`src/rtl/spi_pkg.sv`:
```
// Shared SPI frame definitions for the slave transmitter and the receive controller.
package spi_pkg;

  localparam int unsigned FRAME_BITS = 40;
  localparam int unsigned CNT_W      = 6;

  typedef logic [FRAME_BITS-1:0] frame_t;

  typedef enum logic {
    IDLE  = 1'b0,
    SHIFT = 1'b1
  } state_e;

endpackage

```
`src/rtl/spi_slave_tx_if.sv`:
```
// SPI pins plus the frame valid/ready source and status outputs of spi_slave_tx.
interface spi_slave_tx_if;
  import spi_pkg::*;

  logic   SCLK;
  logic   SS;
  logic   MISO;
  frame_t din;
  logic   din_valid;
  logic   din_ready;
  logic   busy;
  logic   frame_done;
  logic   frame_abort;

  modport master (
    output SCLK, SS, din, din_valid,
    input  MISO, din_ready, busy, frame_done, frame_abort
  );

  modport slave (
    input  SCLK, SS, din, din_valid,
    output MISO, din_ready, busy, frame_done, frame_abort
  );

endinterface

```
`src/rtl/spi_slave_tx_sync_edge.sv`:
```
// Two-flop synchronizer followed by a registered rise/fall edge detector.
module sync_edge (
  input  logic clk,
  input  logic rst,
  input  logic async_i,
  output logic level_o,
  output logic rise_o,
  output logic fall_o
);

  logic meta_q;
  logic sync_q;
  logic prev_q;
  logic rise_q;
  logic fall_q;

  // Level chain keeps tracking the pin through reset so a release mid-frame
  // does not fabricate an edge from a stale reset value.
  always_ff @(posedge clk) begin
    meta_q <= async_i;
    sync_q <= meta_q;
    prev_q <= sync_q;
  end

  // One-cycle edge pulses from the synchronized level.
  always_ff @(posedge clk) begin
    if (rst) begin
      rise_q <= 1'b0;
      fall_q <= 1'b0;
    end else begin
      rise_q <= sync_q & ~prev_q;
      fall_q <= ~sync_q & prev_q;
    end
  end

  assign level_o = sync_q;
  assign rise_o  = rise_q;
  assign fall_o  = fall_q;

endmodule

```
`src/rtl/spi_slave_tx.sv`:
```
// SPI mode-0 slave transmitter: 40-bit frames MSB first from a valid/ready source,
// re-sending the last frame when nothing new is pending.
module spi_slave_tx
  import spi_pkg::*;
(
  input  logic           clk,
  input  logic           rst,
  spi_slave_tx_if.slave  bus
);

  localparam logic [CNT_W-1:0] RCNT_MAX = CNT_W'(FRAME_BITS);

  logic sclk_rise, sclk_fall, sclk_lvl_unused;
  logic ss_rise, ss_fall, ss_lvl_unused;

  state_e            state_q, state_d;
  frame_t            shreg_q, shreg_d;
  frame_t            last_q, last_d;
  frame_t            pend_q, pend_d;
  logic              pend_valid_q, pend_valid_d;
  logic              loaded_pend_q, loaded_pend_d;
  logic              din_ready_q, din_ready_d;
  logic              busy_q, busy_d;
  logic              done_q, done_d;
  logic              abort_q, abort_d;
  logic [CNT_W-1:0]  rcnt_q, rcnt_d;
  logic              accept_c;

  sync_edge u_sclk_sync (
    .clk     (clk),
    .rst     (rst),
    .async_i (bus.SCLK),
    .level_o (sclk_lvl_unused),
    .rise_o  (sclk_rise),
    .fall_o  (sclk_fall)
  );

  sync_edge u_ss_sync (
    .clk     (clk),
    .rst     (rst),
    .async_i (bus.SS),
    .level_o (ss_lvl_unused),
    .rise_o  (ss_rise),
    .fall_o  (ss_fall)
  );

  // State and datapath registers.
  always_ff @(posedge clk) begin
    if (rst) begin
      state_q       <= IDLE;
      shreg_q       <= '0;
      last_q        <= '0;
      pend_q        <= '0;
      pend_valid_q  <= 1'b0;
      loaded_pend_q <= 1'b0;
      din_ready_q   <= 1'b1;
      busy_q        <= 1'b0;
      done_q        <= 1'b0;
      abort_q       <= 1'b0;
      rcnt_q        <= '0;
    end else begin
      state_q       <= state_d;
      shreg_q       <= shreg_d;
      last_q        <= last_d;
      pend_q        <= pend_d;
      pend_valid_q  <= pend_valid_d;
      loaded_pend_q <= loaded_pend_d;
      din_ready_q   <= din_ready_d;
      busy_q        <= busy_d;
      done_q        <= done_d;
      abort_q       <= abort_d;
      rcnt_q        <= rcnt_d;
    end
  end

  // Next-state: preload in IDLE, shift on SCLK falls in SHIFT, pending-word handshake.
  always_comb begin
    state_d       = state_q;
    shreg_d       = shreg_q;
    last_d        = last_q;
    pend_d        = pend_q;
    pend_valid_d  = pend_valid_q;
    loaded_pend_d = loaded_pend_q;
    rcnt_d        = rcnt_q;
    done_d        = 1'b0;
    abort_d       = 1'b0;
    accept_c      = bus.din_valid && din_ready_q;

    case (state_q)
      IDLE: begin
        if (ss_fall) begin
          // Frame goes out with whatever is already preloaded; the pending
          // word is only consumed if it is the one that was preloaded.
          state_d = SHIFT;
          rcnt_d  = '0;
          last_d  = shreg_q;
          if (loaded_pend_q) begin
            pend_valid_d = 1'b0;
          end
        end else begin
          shreg_d       = pend_valid_q ? pend_q : last_q;
          loaded_pend_d = pend_valid_q;
        end
      end
      SHIFT: begin
        if (ss_rise) begin
          state_d = IDLE;
          if (rcnt_q == RCNT_MAX) begin
            done_d = 1'b1;
          end else begin
            abort_d = 1'b1;
          end
        end else if (sclk_rise) begin
          if (rcnt_q != RCNT_MAX) begin
            rcnt_d = rcnt_q + CNT_W'(1);
          end
        end else if (sclk_fall && (rcnt_q < RCNT_MAX)) begin
          shreg_d = {shreg_q[FRAME_BITS-2:0], 1'b0};
        end
      end
      default: state_d = IDLE;
    endcase

    if (accept_c) begin
      pend_d       = bus.din;
      pend_valid_d = 1'b1;
    end

    din_ready_d = !pend_valid_d;
    busy_d      = (state_d == SHIFT);
  end

  assign bus.MISO        = shreg_q[FRAME_BITS-1];
  assign bus.din_ready   = din_ready_q;
  assign bus.busy        = busy_q;
  assign bus.frame_done  = done_q;
  assign bus.frame_abort = abort_q;

endmodule

```
`src/flat_wrapper.sv`:
```
// flat-port wrapper written by rule: the top's interface ports become plain ports
module spi_slave_tx_flat import spi_pkg::*;
  (clk, rst, bus_SCLK, bus_SS, bus_din, bus_din_valid, bus_MISO, bus_din_ready, bus_busy, bus_frame_done, bus_frame_abort);
  spi_slave_tx_if bus_i ();
  input  logic clk;
  input  logic rst;
  input wire logic [$bits(bus_i.SCLK)-1:0] bus_SCLK;
  input wire logic [$bits(bus_i.SS)-1:0] bus_SS;
  input wire logic [$bits(bus_i.din)-1:0] bus_din;
  input wire logic [$bits(bus_i.din_valid)-1:0] bus_din_valid;
  output wire logic [$bits(bus_i.MISO)-1:0] bus_MISO;
  output wire logic [$bits(bus_i.din_ready)-1:0] bus_din_ready;
  output wire logic [$bits(bus_i.busy)-1:0] bus_busy;
  output wire logic [$bits(bus_i.frame_done)-1:0] bus_frame_done;
  output wire logic [$bits(bus_i.frame_abort)-1:0] bus_frame_abort;
  assign bus_i.SCLK = bus_SCLK;
  assign bus_i.SS = bus_SS;
  assign bus_i.din = bus_din;
  assign bus_i.din_valid = bus_din_valid;
  assign bus_MISO = bus_i.MISO;
  assign bus_din_ready = bus_i.din_ready;
  assign bus_busy = bus_i.busy;
  assign bus_frame_done = bus_i.frame_done;
  assign bus_frame_abort = bus_i.frame_abort;
  spi_slave_tx u_core (.clk(clk), .rst(rst), .bus(bus_i));
endmodule
```
`config.mk`:
```
export PLATFORM = sky130hd
export DESIGN_NAME = spi_slave_tx_flat
export DESIGN_NICKNAME = d
export VERILOG_FILES = /design/src/rtl/spi_pkg.sv /design/src/rtl/spi_slave_tx_if.sv /design/src/rtl/spi_slave_tx_sync_edge.sv /design/src/rtl/spi_slave_tx.sv /design/src/flat_wrapper.sv
export SDC_FILE = /design/constraint.sdc
export NUM_CORES = 1
export LEC_CHECK = 0
export BUFFER_PORTS_ARGS = -buffer_cell sky130_fd_sc_hd__buf_2
export CAP_MARGIN = 30
export CORE_ASPECT_RATIO = 0.5
export CORE_UTILIZATION = 30
export DETAILED_ROUTE_END_ITERATION = 16
export GPL_TIMING_DRIVEN = 0
export REMOVE_ABC_BUFFERS = 1
export SETUP_SLACK_MARGIN = 0.15
export SLEW_MARGIN = 20
export SYNTH_ARGS = -nofsm -noshare
export SYNTH_HDL_FRONTEND = slang
export SYNTH_SLANG_ARGS = --single-unit
```
`constraint.sdc`:
```
create_clock -name clk -period 1.5 [get_ports clk]
set_input_delay 0.225 -clock clk [delete_from_list [all_inputs] [get_ports clk]]
set_output_delay 0.225 -clock clk [all_outputs]
set_load 0.05 [all_outputs]
```
# Word-level counts from Yosys, hierarchy flattened
# Cells that the tools add are included.
# totals
rom_bits	0
memories	0
ramBits	0
latchBits	0
regBits	142
wordCells	70
# op_classes
magnitude_cmp	1
shift	0
add_sub_neg	1
n_mul	0
reduce_logical	8
n_bitwise	11
eq_ne	9
muxes	20
div	0
# op_table
op	n
40-bit 2-to-1 mux	5
40-bit one-hot mux with 2 select lines	1
6-bit 2-to-1 mux	4
2-bit != test (second input constant)	7
6-bit one-hot mux with 2 select lines	1
1-bit 2-to-1 mux	8
4-bit AND reduction	2
1-bit inverter	7
6-bit by 1-bit adder with 6-bit output (second input constant)	1
6-bit equality test (second input constant)	1
6-bit < comparator (second input constant)	1
6-bit != test (second input constant)	1
1-bit bitwise AND	4
2-bit AND reduction	2
3-bit OR reduction	1
1-bit logical AND	2
1-bit one-hot mux with 2 select lines	1
1-bit logical NOT	1

# Logic depth before layout (Yosys ltp)
# depth
depth_word	6
ltp_mapped	7

# By module
# A second synthesis with hierarchy kept.
# hier_totals
hier_cells	693
area_unflattened_um2	5992.0
# modules_own_cells
module	cells_each	n_inst	area_each_um2
spi_slave_tx	679	1	5761.8
sync_edge	7	2	115.1

# Worst setup path before layout
# No wires, ideal clock.
# synth_timing
kind	register -> register
from	register u_core.bus.busy (netlist name)
to	register u_core.shreg_q[35]
path_stages_with_launch	8
path_slack_ns	-0.165
required_ns	1.430
arrival_ns	1.595
path_buffers	3
cell_sequence	dfxtp_1 buf_6 and4bb_1 a21o_2 buf_6 buf_12 nand2_2 a21oi_2
# synth_rtl
element	line_no	source
end signal, assigned	spi_slave_tx.sv:63	shreg_q <= shreg_d;
end, declared	spi_slave_tx.sv:17	frame_t shreg_q, shreg_d;

# Final worst setup path
# layout_timing
from	register u_core.rcnt_q[5]
to	register u_core.shreg_q[17]
# layout_via
elab_chain_len	4
# layout_lines
element	line_no	source
start, declared	spi_slave_tx.sv:26	logic [CNT_W-1:0] rcnt_q, rcnt_d;
start signal, assigned	spi_slave_tx.sv:72	rcnt_q <= rcnt_d;
6-bit < comparator	spi_slave_tx.sv:117	end else if (sclk_fall && (rcnt_q < RCNT_MAX)) begin
1-bit logical AND	spi_slave_tx.sv:117	
2-bit != test (no source line)	-	
4-bit AND reduction (no source line)	-	
# No other way between the ends.
# A chain may end at the register's enable or synchronous reset.

==> summary by stage <==
Run status
The run finished with clean final reports.

GRT
The number of antenna violations at the first check in global routing was 1. After global routing the overflow that remains totals 0. The pin count of the biggest net entering global routing is 86. The first global-routing pass estimated 23700 µm of wire. The via count of the first global-routing pass is 4755. The aggregate global-route resource usage is 15.0%.

Clock network
The worst-skew pair later-pin latency is 0.42 ns. The clock sink total is 142. The CTS root buffer is clkbuf_16. The maximum count of clock buffers along a single path is 2.

The TritonCTS clock tree is done. The number of buffers created by CTS is 17. After clock tree synthesis, the clock-pin slew on the worst setup and hold paths is 0.07 ns. The count of H-tree levels built during CTS is 4.

Flow run
The tool flagged a number of max-cap violations equal to 0.

Timing
The final critical path takes up 98.1% of the cycle. Setup repair after global routing could not meet its margin everywhere. The final worst-path setup slack is 0.0279 ns.

The maximum clock frequency is 679 MHz. The final-layout worst hold slack is 0.0358 ns. The final number of max-transition violations is 0.

For the pin with the worst max-slew slack, the measured transition is 0.426 ns. The number of failing hold endpoints at the final stage is 0. Setup violations remaining at the end of the flow were counted as 0. The post-route clock skew is 0.0107 ns. The clock period minus final worst setup slack is 1.47 ns. The relative max-transition margin is 71.6%.

Layout
The area taken by multi-input logic gates is 3120 µm². The net count of the finished layout is 849. The synthesis-to-layout area growth is 35.2%.

The fill cell instance count of the final layout is 1804. The flip-flop and latch area is 2860 µm². Excluding fillers, the count of instances in the completed layout stands at 1075. The fraction of final layout cells sized beyond drive strength 1 is 29.9%.

Logic synthesis
Yosys mapped the design onto 38 distinct sky130hd cell types. The fraction of synthesis flops using an asynchronous set or reset pin is 0%. The count of mapped cells out of synthesis is 733. The number of register bits inferred by synthesis is 142. During synthesis, Yosys emitted a total of 0 warnings.

The synthesized area is 5840 µm². Among all cell types in the netlist, the one instantiated most often is nand2_1. The biggest area contributor in the post-synthesis netlist is dfxtp_1. The average instance area after synthesis is 7.97 µm².

The top cell type by area accounts for 48.7% of the synthesized area. In the synthesized netlist the dominant register cell turns out to be dfxtp_1. The sequential fraction of the synthesis area is 48.7%. Counting instances in the post-synthesis netlist gives the leading cell types as nand2_1 (275), dfxtp_1 (142), a21oi_1 (114).

Yosys mapped a number of flops with a built-in enable equal to 0. Sorting the synthesized cells by area gives the leading types as dfxtp_1 (49%), nand2_1 (18%), a21oi_1 (9.8%).

Critical path
Data on the critical path is required at its endpoint by 1.84 ns. The largest delay contributor family on the critical path is buffers and inverters. The highest cell delay on the worst timing path is 0.42 ns. The number of buffers and inverters on the critical path is 3. The critical path launch point type is a flop. The arrival time of the worst setup path is 1.81 ns. The maximum fanout count along the critical path is 5.

The signal on the critical path passes through o21ai_4, buf_4, a21oi_4, buf_6, buf_8, nand2_4, a21oi_2. STA classifies the critical path endpoint as a flop. Among all stages on the critical path, the largest delay is contributed by dfxtp_2. The critical path start-end classification is reg -> reg.

Floorplan
The floorplan has 35 rows. The count of boundary I/O pins is 50. The die area is 20100 µm². The overall die width is 199 µm. For this configuration, the core starts out at a cell density of 31.2%. The die height is 101 µm. The placeable core region is 18700 µm².

Drt
The number of nets with antenna violations after detailed routing is 0. The count of routing violations after the opening detailed-route iteration is 342. The routed layout has 5151 vias.

The count of TritonRoute iterations in the first routing pass is 6. For this run, design rule violations remaining after detail routing come to 0. In the final routed layout, each cell accounts on average for 15.1 µm.

The mean number of vias per cell is 4.79. The routed wire length is 16300 µm.

Placement
During placement, the flow inserted port buffers numbering 49. Prior to clock tree synthesis, the placed netlist has a worst setup slack of -0.474 ns. The estimated wirelength of the detail-placed design is 7760 µm.

At the end of routability-driven placement, the weighted congestion stood at 0.730. The cell count after placement is 992.

Worst hold path
The worst hold-check path type is in -> reg.

Pwr
The static leakage is 2.95 nW. The worst-case IR drop observed on VDD is 0.926 mV. The final total power is 0.00905 W. The total power per unit cell area is 1150 nW/µm².
routing by layer:
| metal | global-route usage [%] | part of all wire [%] | vias to the layer above |
|---|---|---|---|
| met3 | 3.14 | 5.2 | 25 |
| met4 | 6.63 | 1.8 | 0 |
| li1 | - | - | 2571 |
| met1 | 18.7 | 45 | 2467 |
| met5 | 0 | 0 | - |
| met2 | 25.2 | 48 | 88 |
cell type report:
cell class                      count  area share, %
Antenna cell                        1         0.0317
Clock buffer                       17           5.39
Clock inverter                     15           1.90
Inverter                            2         0.0950
Multi-Input combinational cell    537           39.5
Sequential cell                   142           36.2
Tap cell                          259           4.10
Timing Repair Buffer              102           12.8
placed cells by master (no fill, tap or decap), types with 6 or more instances in the layout:
cell / count
a21oi_1: 97
a21oi_2: 27
buf_12: 7
buf_2: 46
buf_4: 21
buf_6: 11
clkbuf_16: 23
dfxtp_1: 132
dfxtp_2: 8
mux2i_1: 41
nand2_1: 234
nand2_2: 30
nand2_4: 21
nor3b_1: 6
o21ai_0: 41
through the flow:
| stage | utilization [%] | area (µm²) | setup TNS [ns] |
|---|---|---|---|
| 6_report | 42.1 | 7900 | 0 |
| 5_1_grt | 42.1 | 7900 | -0.114 |
| 4_1_cts | 38.7 | 7250 | 0 |
| 3_5_place_dp | 33.8 | 6340 | -16.90 |
| 3_3_place_gp | 32.6 | 6100 | -336.71 |
| 2_1_floorplan | - | 5530 | -175.98 |
sequential cells by signal, summed over array words and instances, names as in the netlist, 6 cells and up:
name	count
u_core.last_q	40
u_core.pend_q	40
u_core.shreg_q	40
u_core.rcnt_q	6
tightest hold or removal path: stages:
cell,delay (ns)
buf_2,0.09
nand2_1,0.04
a21oi_1,0.05
report_power, final:
| part | switching, W | leakage (nW) | internal, W | total [W] |
|---|---|---|---|---|
| clock | 0.00179 | 0.281 | 0.00234 | 0.00412 |
| combinational | 0.000551 | 1.51 | 0.000422 | 0.000973 |
| sequential | 0.0000794 | 1.16 | 0.00388 | 0.00396 |
| total | 0.00242 | 2.95 | 0.00664 | 0.00905 |
logic make-up after synthesis:
family	after synthesis	synth area share [%]
simple gates	312	21.7
mux	42	7.22
flops	142	48.7
buf+inv	59	5.40
compound gates	176	16.6
fa+ha+maj	2	0.428
repair_timing:
action / CTS / global route
cloned: 5 / 8
hold endpoints to repair: 2 / 0
buffers inserted: 17 / 18
pin swaps: 6 / 39
gates resized for setup: 29 / 97
hold buffers: 2 / 0
endpoints found under the setup margin: 79 / 104
final timing paths:
path | start | slack [ns] | cells after the start | to
max | u_core.rcnt_q[5] | 0.03 | 7 | u_core.shreg_q[17]
max reg2reg | u_core.rcnt_q[5] | 0.03 | 7 | u_core.shreg_q[17]
min reg2reg | u_core.u_sclk_sync.meta_q | 0.33 | 0 | u_core.u_sclk_sync.level_o
min | bus_din[10] | 0.04 | 3 | u_core.pend_q[10]
No activity file was read; power rests on OpenSTA's default activity.
